==> config.mk <==
export PLATFORM = sky130hd
export DESIGN_NAME = half_fp_add_arbiter_flat
export DESIGN_NICKNAME = d
export VERILOG_FILES = /design/src/rtl/half_fp_add_arbiter_if.sv /design/src/rtl/half_fp_add_arbiter.sv /design/src/flat_wrapper.sv
export SDC_FILE = /design/constraint.sdc
export NUM_CORES = 1
export LEC_CHECK = 0
export CORE_ASPECT_RATIO = 1.75
export CORE_UTILIZATION = 24
export CTS_CLUSTER_DIAMETER = 120
export DETAILED_ROUTE_END_ITERATION = 8
export SYNTH_ARGS = -nofsm -noshare
export SYNTH_HDL_FRONTEND = slang
export SYNTH_SLANG_ARGS = --single-unit
==> constraint.sdc <==
create_clock -name clk -period 8.7 [get_ports clk]
set_input_delay 2.61 -clock clk [delete_from_list [all_inputs] [get_ports clk]]
set_output_delay 2.61 -clock clk [all_outputs]
set_load 0.005 [all_outputs]
==> src/rtl/half_fp_add_arbiter_if.sv <==
// Bundle for half_fp_add_arbiter: requester ports, adder start/done port, tagged response port.
// slave = arbiter side, master = environment side (clients, adder, response sink).
interface half_fp_add_arbiter_if #(
  parameter int NUM_REQ = 4
);
  localparam int ID_W = $clog2(NUM_REQ);

  logic [NUM_REQ-1:0]    req_valid;
  logic [NUM_REQ-1:0]    req_ready;
  logic [16*NUM_REQ-1:0] req_a;
  logic [16*NUM_REQ-1:0] req_b;
  logic                  add_start;
  logic [15:0]           add_a;
  logic [15:0]           add_b;
  logic                  add_done;
  logic [15:0]           add_sum;
  logic                  resp_valid;
  logic                  resp_ready;
  logic [ID_W-1:0]       resp_id;
  logic [15:0]           resp_sum;
  logic                  busy;

  modport slave (
    input  req_valid, req_a, req_b, add_done, add_sum, resp_ready,
    output req_ready, add_start, add_a, add_b, resp_valid, resp_id, resp_sum, busy
  );

  modport master (
    output req_valid, req_a, req_b, add_done, add_sum, resp_ready,
    input  req_ready, add_start, add_a, add_b, resp_valid, resp_id, resp_sum, busy
  );
endinterface

==> src/rtl/half_fp_add_arbiter.sv <==
// Round-robin front end sharing one multi-cycle half-precision adder among NUM_REQ clients.
// Optional macro HFP_ARB_ZERO_BYPASS_EN: answer +/-0 operand pairs directly without the adder.
module half_fp_add_arbiter #(
  parameter int NUM_REQ = 4
) (
  input  logic                  clk,
  input  logic                  rst,
  half_fp_add_arbiter_if.slave  bus
);
  localparam int ID_W = $clog2(NUM_REQ);

  typedef enum logic [1:0] {S_IDLE, S_ISSUE, S_WAIT, S_RESP} state_t;

  state_t          state_q, state_d;
  logic [ID_W-1:0] rr_ptr_q, rr_ptr_d;
  logic [ID_W-1:0] id_q, id_d;
  logic [15:0]     a_q, a_d;
  logic [15:0]     b_q, b_d;
  logic [15:0]     sum_q, sum_d;

  logic            found;
  logic [ID_W-1:0] grant_id;
  logic [15:0]     win_a, win_b;

  // First valid requester at or above rr_ptr, wrapping modulo NUM_REQ.
  always_comb begin
    int idx;
    found    = 1'b0;
    grant_id = '0;
    for (int k = 0; k < NUM_REQ; k++) begin
      idx = int'(rr_ptr_q) + k;
      if (idx >= NUM_REQ) idx = idx - NUM_REQ;
      if (!found && bus.req_valid[idx]) begin
        found    = 1'b1;
        grant_id = ID_W'(idx);
      end
    end
  end

  assign win_a = bus.req_a[16*grant_id +: 16];
  assign win_b = bus.req_b[16*grant_id +: 16];

  always_comb begin
    bus.req_ready = '0;
    if (state_q == S_IDLE && found && !rst) bus.req_ready[grant_id] = 1'b1;
  end

`ifdef HFP_ARB_ZERO_BYPASS_EN
  logic        zero_a, zero_b;
  logic [15:0] byp_sum;
  always_comb begin
    zero_a = (win_a[14:0] == 15'd0);
    zero_b = (win_b[14:0] == 15'd0);
    if (zero_a && zero_b) byp_sum = {win_a[15] & win_b[15], 15'd0};
    else if (zero_b)      byp_sum = win_a;
    else                  byp_sum = win_b;
  end
`endif

  always_comb begin
    state_d  = state_q;
    rr_ptr_d = rr_ptr_q;
    id_d     = id_q;
    a_d      = a_q;
    b_d      = b_q;
    sum_d    = sum_q;
    unique case (state_q)
      S_IDLE: begin
        if (found) begin
          a_d      = win_a;
          b_d      = win_b;
          id_d     = grant_id;
          rr_ptr_d = (grant_id == ID_W'(NUM_REQ-1)) ? '0 : grant_id + 1'b1;
`ifdef HFP_ARB_ZERO_BYPASS_EN
          if (zero_a || zero_b) begin
            sum_d   = byp_sum;
            state_d = S_RESP;
          end else begin
            state_d = S_ISSUE;
          end
`else
          state_d  = S_ISSUE;
`endif
        end
      end
      S_ISSUE: state_d = S_WAIT;
      S_WAIT: begin
        if (bus.add_done) begin
          sum_d   = bus.add_sum;
          state_d = S_RESP;
        end
      end
      S_RESP: begin
        if (bus.resp_ready) state_d = S_IDLE;
      end
      default: state_d = S_IDLE;
    endcase
  end

  always_ff @(posedge clk or posedge rst) begin
    if (rst) begin
      state_q  <= S_IDLE;
      rr_ptr_q <= '0;
      id_q     <= '0;
      a_q      <= '0;
      b_q      <= '0;
      sum_q    <= '0;
    end else begin
      state_q  <= state_d;
      rr_ptr_q <= rr_ptr_d;
      id_q     <= id_d;
      a_q      <= a_d;
      b_q      <= b_d;
      sum_q    <= sum_d;
    end
  end

  assign bus.add_start  = (state_q == S_ISSUE);
  assign bus.add_a      = a_q;
  assign bus.add_b      = b_q;
  assign bus.resp_valid = (state_q == S_RESP);
  assign bus.resp_id    = id_q;
  assign bus.resp_sum   = sum_q;
  assign bus.busy       = (state_q != S_IDLE);
endmodule

==> src/flat_wrapper.sv <==
// flat-port wrapper written by rule: the top's interface ports become plain ports
module half_fp_add_arbiter_flat 
#(
  parameter int NUM_REQ = 4
)
  (clk, rst, bus_req_valid, bus_req_a, bus_req_b, bus_add_done, bus_add_sum, bus_resp_ready, bus_req_ready, bus_add_start, bus_add_a, bus_add_b, bus_resp_valid, bus_resp_id, bus_resp_sum, bus_busy);
  half_fp_add_arbiter_if #(.NUM_REQ(NUM_REQ)) bus_i ();
  input  logic clk;
  input  logic rst;
  input wire logic [$bits(bus_i.req_valid)-1:0] bus_req_valid;
  input wire logic [$bits(bus_i.req_a)-1:0] bus_req_a;
  input wire logic [$bits(bus_i.req_b)-1:0] bus_req_b;
  input wire logic [$bits(bus_i.add_done)-1:0] bus_add_done;
  input wire logic [$bits(bus_i.add_sum)-1:0] bus_add_sum;
  input wire logic [$bits(bus_i.resp_ready)-1:0] bus_resp_ready;
  output wire logic [$bits(bus_i.req_ready)-1:0] bus_req_ready;
  output wire logic [$bits(bus_i.add_start)-1:0] bus_add_start;
  output wire logic [$bits(bus_i.add_a)-1:0] bus_add_a;
  output wire logic [$bits(bus_i.add_b)-1:0] bus_add_b;
  output wire logic [$bits(bus_i.resp_valid)-1:0] bus_resp_valid;
  output wire logic [$bits(bus_i.resp_id)-1:0] bus_resp_id;
  output wire logic [$bits(bus_i.resp_sum)-1:0] bus_resp_sum;
  output wire logic [$bits(bus_i.busy)-1:0] bus_busy;
  assign bus_i.req_valid = bus_req_valid;
  assign bus_i.req_a = bus_req_a;
  assign bus_i.req_b = bus_req_b;
  assign bus_i.add_done = bus_add_done;
  assign bus_i.add_sum = bus_add_sum;
  assign bus_i.resp_ready = bus_resp_ready;
  assign bus_req_ready = bus_i.req_ready;
  assign bus_add_start = bus_i.add_start;
  assign bus_add_a = bus_i.add_a;
  assign bus_add_b = bus_i.add_b;
  assign bus_resp_valid = bus_i.resp_valid;
  assign bus_resp_id = bus_i.resp_id;
  assign bus_resp_sum = bus_i.resp_sum;
  assign bus_busy = bus_i.busy;
  half_fp_add_arbiter #(.NUM_REQ(NUM_REQ)) u_core (.clk(clk), .rst(rst), .bus(bus_i));
endmodule
# Word level (Yosys, flattened, before mapping)
# Index checks and enable logic that the tools add are counted.
word_totals:
  word_cells: 80
  output_inout_bits: 57
  input_bits: 152
  reg_bits: 54
classes:
  shifts: 2
  eq_ne: 7
  n_mux: 32
  addsub: 8
  n_reduce_logical: 15
  magnitude_cmp: 10
ops:
  columns: ["cell", "n"]
  rows:
  - ["$lt A32 B4 Y1 const B", 4]
  - ["$mux W32", 4]
  - ["$shiftx A64 B7 Y16", 2]
  - ["$ge A32 B4 Y1 const B", 3]
  - ["$sub A32 B4 Y32 const B", 3]
  - ["$mux W2", 8]
  - ["$mux W1", 13]
  - ["$bmux W1 S2", 4]
  - ["$pmux W2 S4", 1]
  - ["$add A2 B2 Y3 const B", 2]
  - ["$eq A2 B2 Y1 const B", 3]
  - ["$logic_and A1 B1 Y1", 6]
  - ["$logic_not A1 Y1", 4]
  - ["$mux W4", 1]
  - ["$ne A2 B2 Y1 const B", 2]
  - ["$reduce_and A2 Y1", 2]
  - ["$sub A2 B3 Y4 const B", 1]
  - ["$add A2 B1 Y3 const B", 1]
  - ["$ge A2 B3 Y1 const B", 1]
  - ["$lt A2 B3 Y1 const B", 1]
  - ["$reduce_and A3 Y1", 1]
  - ["$add A2 B1 Y2 const B", 1]
  - ["$demux W1 S2", 1]
  - ["$eq A2 B1 Y1 const B", 1]
  - ["4 further kinds", 4]

# Longest topological paths before layout
depth:
  word_depth: 20
  mapped_depth: 8
  depth_no_buf: 6

# Worst setup path after synthesis
# No wires, ideal clock.
synth_timing:
  path_type: "input to output"
  start: "in rst"
  end: "out bus_req_ready[1]"
  required_time_ns: 6.090
  path_buffers: 0
  slack_ns: 2.006
  cell_stages: 3
  t_arrival_ns: 4.084
  cell_sequence: "inv_1 > nand2_1 > nor2_1"
synth_between:
  elab_chain_len: 3
synth_lines:
  columns: ["element", "line", "rtl"]
  rows:
  - ["from (decl)", "flat_wrapper.sv:9", "input logic rst;"]
  - ["$logic_not A1 Y1", "half_fp_add_arbiter.sv:45", "if (state_q == S_IDLE && found && !rst) bus.req_ready[grant_id] = 1'b1;"]
  - ["$logic_and A1 B1 Y1", "half_fp_add_arbiter.sv:45", null]
  - ["$mux W4", "half_fp_add_arbiter.sv:45", null]
  - ["to (decl)", "flat_wrapper.sv:16", "output wire logic [$bits(bus_i.req_ready)-1:0] bus_req_ready;"]
# No other way between the ends.

# Worst setup path after layout
layout_timing:
  start: "in bus_req_valid[3]"
  end: "out bus_req_ready[2]"
layout_between:
  elab_chain_len: 18
  elab_cells_between_ends: 34
  classes_between: "order compare: 2; mux: 23; reduce/logical: 9"
layout_lines:
  columns: ["element", "line", "rtl"]
  rows:
  - ["from (decl)", "flat_wrapper.sv:10", "input wire logic [$bits(bus_i.req_valid)-1:0] bus_req_valid;"]
  - ["$bmux W1 S2", "half_fp_add_arbiter.sv:33", "if (!found && bus.req_valid[idx]) begin"]
  - ["$mux W1 (implied by the code) (2 in a row)", "half_fp_add_arbiter.sv:33", null]
  - ["$mux W1", "half_fp_add_arbiter.sv:33", null]
  - ["$logic_not A1 Y1", "half_fp_add_arbiter.sv:33", null]
  - ["$logic_and A1 B1 Y1", "half_fp_add_arbiter.sv:33", null]
  - ["$mux W1", "half_fp_add_arbiter.sv:33", null]
  - ["$logic_not A1 Y1", "half_fp_add_arbiter.sv:33", null]
  - ["$logic_and A1 B1 Y1", "half_fp_add_arbiter.sv:33", null]
  - ["$mux W1", "half_fp_add_arbiter.sv:33", null]
  - ["$logic_not A1 Y1", "half_fp_add_arbiter.sv:33", null]
  - ["$logic_and A1 B1 Y1", "half_fp_add_arbiter.sv:33", null]
  - ["$mux W2", "half_fp_add_arbiter.sv:33", null]
  - ["$lt A2 B3 Y1 (implied by the code) or $ge A2 B1 Y1 (tied branches)", "half_fp_add_arbiter.sv:45", null]
  - ["$logic_and A1 B1 Y1 (implied by the code)", "half_fp_add_arbiter.sv:45", null]
  - ["$mux W1 (implied by the code)", "half_fp_add_arbiter.sv:45", null]
  - ["$demux W1 S2", null, null]
  - ["$mux W4 (*)", "half_fp_add_arbiter.sv:45", null]
# Every way passes the cells marked *; elsewhere a longest branch is shown, timed or not. The select of a mux whose other input is x is not followed.

==> run summary <==
result of the run: complete, but fails checks
violated checks: design-rule violations
data arrival time of the critical path: 4.86 ns
fin crit share: 85.9%
syn nets: 397
Synth async-reset ratio: 100%
series of cell instances along the critical path: clkdlybuf4s50_1 > nor4_1 > nand2b_2 > buf_4 > nor3b_1 > clkdlybuf4s50_1
number of I/O pins: 209
drt total wl: 10,500 um
CTS tree: built
family of cells with the greatest summed delay on the critical path: buffers and inverters
worst hold path stage count: 1
launch point of the worst hold path: u_core.bus.resp_sum[3]
half-perimeter wire length after detailed placement: 7920 um
warnings from Yosys: 0
Most used DFF post-synth: dfrtp_1
worst-margin pin slew: 0.727 ns
final number of setup-violating endpoints: 0
kind of path behind the tightest hold check: reg -> reg
power per unit of standard cell area: 293 mW/mm2
area occupied by multi-input gates: 0.00137 mm2
static leakage: 0.00231 uW
Crit. End Element: output pin
master cell of the clock root buffer: clkbuf_16
clock-pin slew on the worst setup and hold paths: 0.07 ns
average footprint of a synthesized cell: 12.0 um2
GRT overflow: 0
Unique masters post-synth: 35
floorplan core area: 0.0116 mm2
total of hold buffers inserted after clock tree synthesis: 0
number of buffers on the longest clock path: 2
post-route minimum period: 7.47 ns
biggest cell delay along the critical path: 0.57 ns
net total in the final layout: 597
Worst Setup Path Type: in -> out
Port Buffer Count: 208
synth-to-layout area growth: 80.0%
EDFF count, synth: 0
aggregate negative setup slack: 0 ns
via density per instance: 5.06
CTS resizes: 0
pre-CTS setup slack: 1.22 ns
gr usage total: 17.0%
sum of buffers and inverters on the critical path: 3
endpoint of the worst-slack reg-to-reg timing path: u_core.bus.add_b[14]
insertion delay to the later sink of the worst-skew pair: 0.30 ns
highest attainable clock frequency: 134 MHz
worst flop-to-flop path startpoint: u_core.state_q[1]
Post-CTS Setup Repair Bufs: 0
DR vias: 2,914
unrepaired setup endpoints after global routing: false
Mapped Area: 0.00289 mm2
area enclosed by the die boundary: 0.0125 mm2
CP dominant cell by count: clkdlybuf4s50_1
number of violations of the max-capacitance limit: 0
vias in the first global route: 3,279
fraction of the yosys area taken by sequential cells: 46.8%
Final Max Tran Viols: 0
most common cell after layout, fill and taps aside: clkdlybuf4s50_1
Post-DRT Antenna Nets: 0
horizontal extent of the die: 84.9 um
kind of start point of the critical path: input port
Hold Fails Final Rpt: 0
final weighted congestion in routability-driven placement: 0.781
number of cells traversed by the worst register-to-register path: 7
initial antenna violation count: 0
Routed wire per std cell: 18.3 um
maximum vdd ir drop: 0.100 mV
register area: 0.00135 mm2
H-tree depth: 2
detailed router's first-iteration violation count: 83
Worst Clk Skew: 0.00965 ns
maximum fanout along the worst path: 41
number of synthesized register bits: 54
Sink Count: 54
global-route wire length before repair: 16,400 um
top library cells by usage in the layout, fill and taps aside: clkdlybuf4s50_1, dfrtp_1, a21o_1
Initial DRT Pass Iterations: 6
Filler Cells Inserted: 1,159
initial cell density of the core: 24.8%
number of instances in the synthesized netlist: 240
PnR worst setup slack: 1.23 ns
Hold Path End: u_core.bus.resp_sum[3]
height of the chip: 147 um
cts bufs inserted: 5
fraction of layout cells with a size suffix above 1: 8.16%
worst-case register-to-register setup slack: 6.25 ns
detailed-route DRC error count: 9
slowest library cell on the worst path: clkdlybuf4s50_1
row count: 52
Post-Route Hold Slack: 0.505 ns
maximum number of pins on one net before global-route repair: 55
number of diodes added for antenna fixing: 0
critical path data required time: 6.09 ns
worst relative slew slack: 51.5%
-- report_power, final --
part / internal [uW] / leakage, uW / total [uW] / switching (uW)
registers: 378 / 0.000660 / 455 / 77.2
clock network: 114 / 0.0000729 / 207 / 93.1
logic: 541 / 0.00158 / 857 / 316
total: 1030 / 0.00231 / 1520 / 487
-- worst reg2reg max path: stages (launching register included) --
cell and delay [ns]:
dfrtp_1 0.40, inv_1 0.11, ha_1 0.33, nand2b_2 0.11, buf_4 0.29, nor3b_4 0.52, buf_4 0.41, a221o_1 0.23
-- metrics by stage --
stage	cell area, um2	instances	power (uW)	utilization [%]
after floorplan	2890	240	916	-
after global placement	5040	568	1310	43.3
after detailed placement	5040	568	1330	43.3
after CTS	5190	576	1540	44.6
after global routing	5190	576	1630	44.6
final	5190	576	1520	44.6
-- sequential cells by signal, summed over array words and instances (netlist names) --
| name | flops |
|---|---|
| u_core.bus.resp_id | 2 |
| u_core.state_q | 2 |
| u_core.bus.add_a | 16 |
| u_core.rr_ptr_q | 2 |
| u_core.bus.add_b | 16 |
| u_core.bus.resp_sum | 16 |
-- synthesized netlist by cell type, types with 2 or more instances --
cell	instances	share of area, %
buf_4	4	1.0
o22ai_1	2	0.43
a22o_1	32	9.7
a21o_1	33	8.6
ha_1	5	2.2
a221o_1	32	11
clkbuf_1	3	0.39
inv_1	7	0.91
nand2_1	6	0.78
nor2_1	2	0.26
nand2b_1	3	0.65
dfrtp_1	54	47
o21ai_0	4	0.69
mux2_2	16	6.2
a21oi_1	6	1.0
buf_6	5	2.0
buf_2	7	1.2
o21a_1	2	0.52
-- final cells by class --
| cell class | instances | area share, % |
|---|---|---|
| Clock buffer | 6 | 2.67 |
| Clock inverter | 2 | 0.241 |
| Inverter | 7 | 0.506 |
| Multi-Input combinational cell | 158 | 26.4 |
| Sequential cell | 54 | 26.0 |
| Tap cell | 135 | 3.25 |
| Timing Repair Buffer | 214 | 40.9 |
-- cell families (layout without fill, tap and decap cells) --
| kind of cell | after synthesis | after routing | share of synthesized area (%) |
|---|---|---|---|
| and+or+nand+nor | 20 | 20 | 4.51 |
| buffers and inverters | 28 | 229 | 5.81 |
| muxes | 17 | 17 | 6.59 |
| adders and majority gates | 5 | 5 | 2.17 |
| DFF | 54 | 54 | 46.8 |
| AOI/OAI and AO/OA | 116 | 116 | 34.1 |
-- routing by layer --
layer	global-route usage (%)	wire, um
met3	4.21	637
met1	16.5	3760
met4	7.12	342
met2	33.3	5790
met5	0	0
-- how the worst max path moves through the flow --
stage	start	endpoint	slack, ns	depth (start not counted)
after floorplan	rst	bus_req_ready[1]	2.01	3
after global placement	bus_req_valid[3]	bus_req_ready[2]	1.33	6
after detailed placement	bus_req_valid[3]	bus_req_ready[2]	1.22	6
after CTS	bus_req_valid[3]	bus_req_ready[2]	1.21	6
after global routing	bus_req_valid[3]	bus_req_ready[2]	1.07	6
final	bus_req_valid[3]	bus_req_ready[2]	1.23	6
Power figures use the tool's default switching activity.
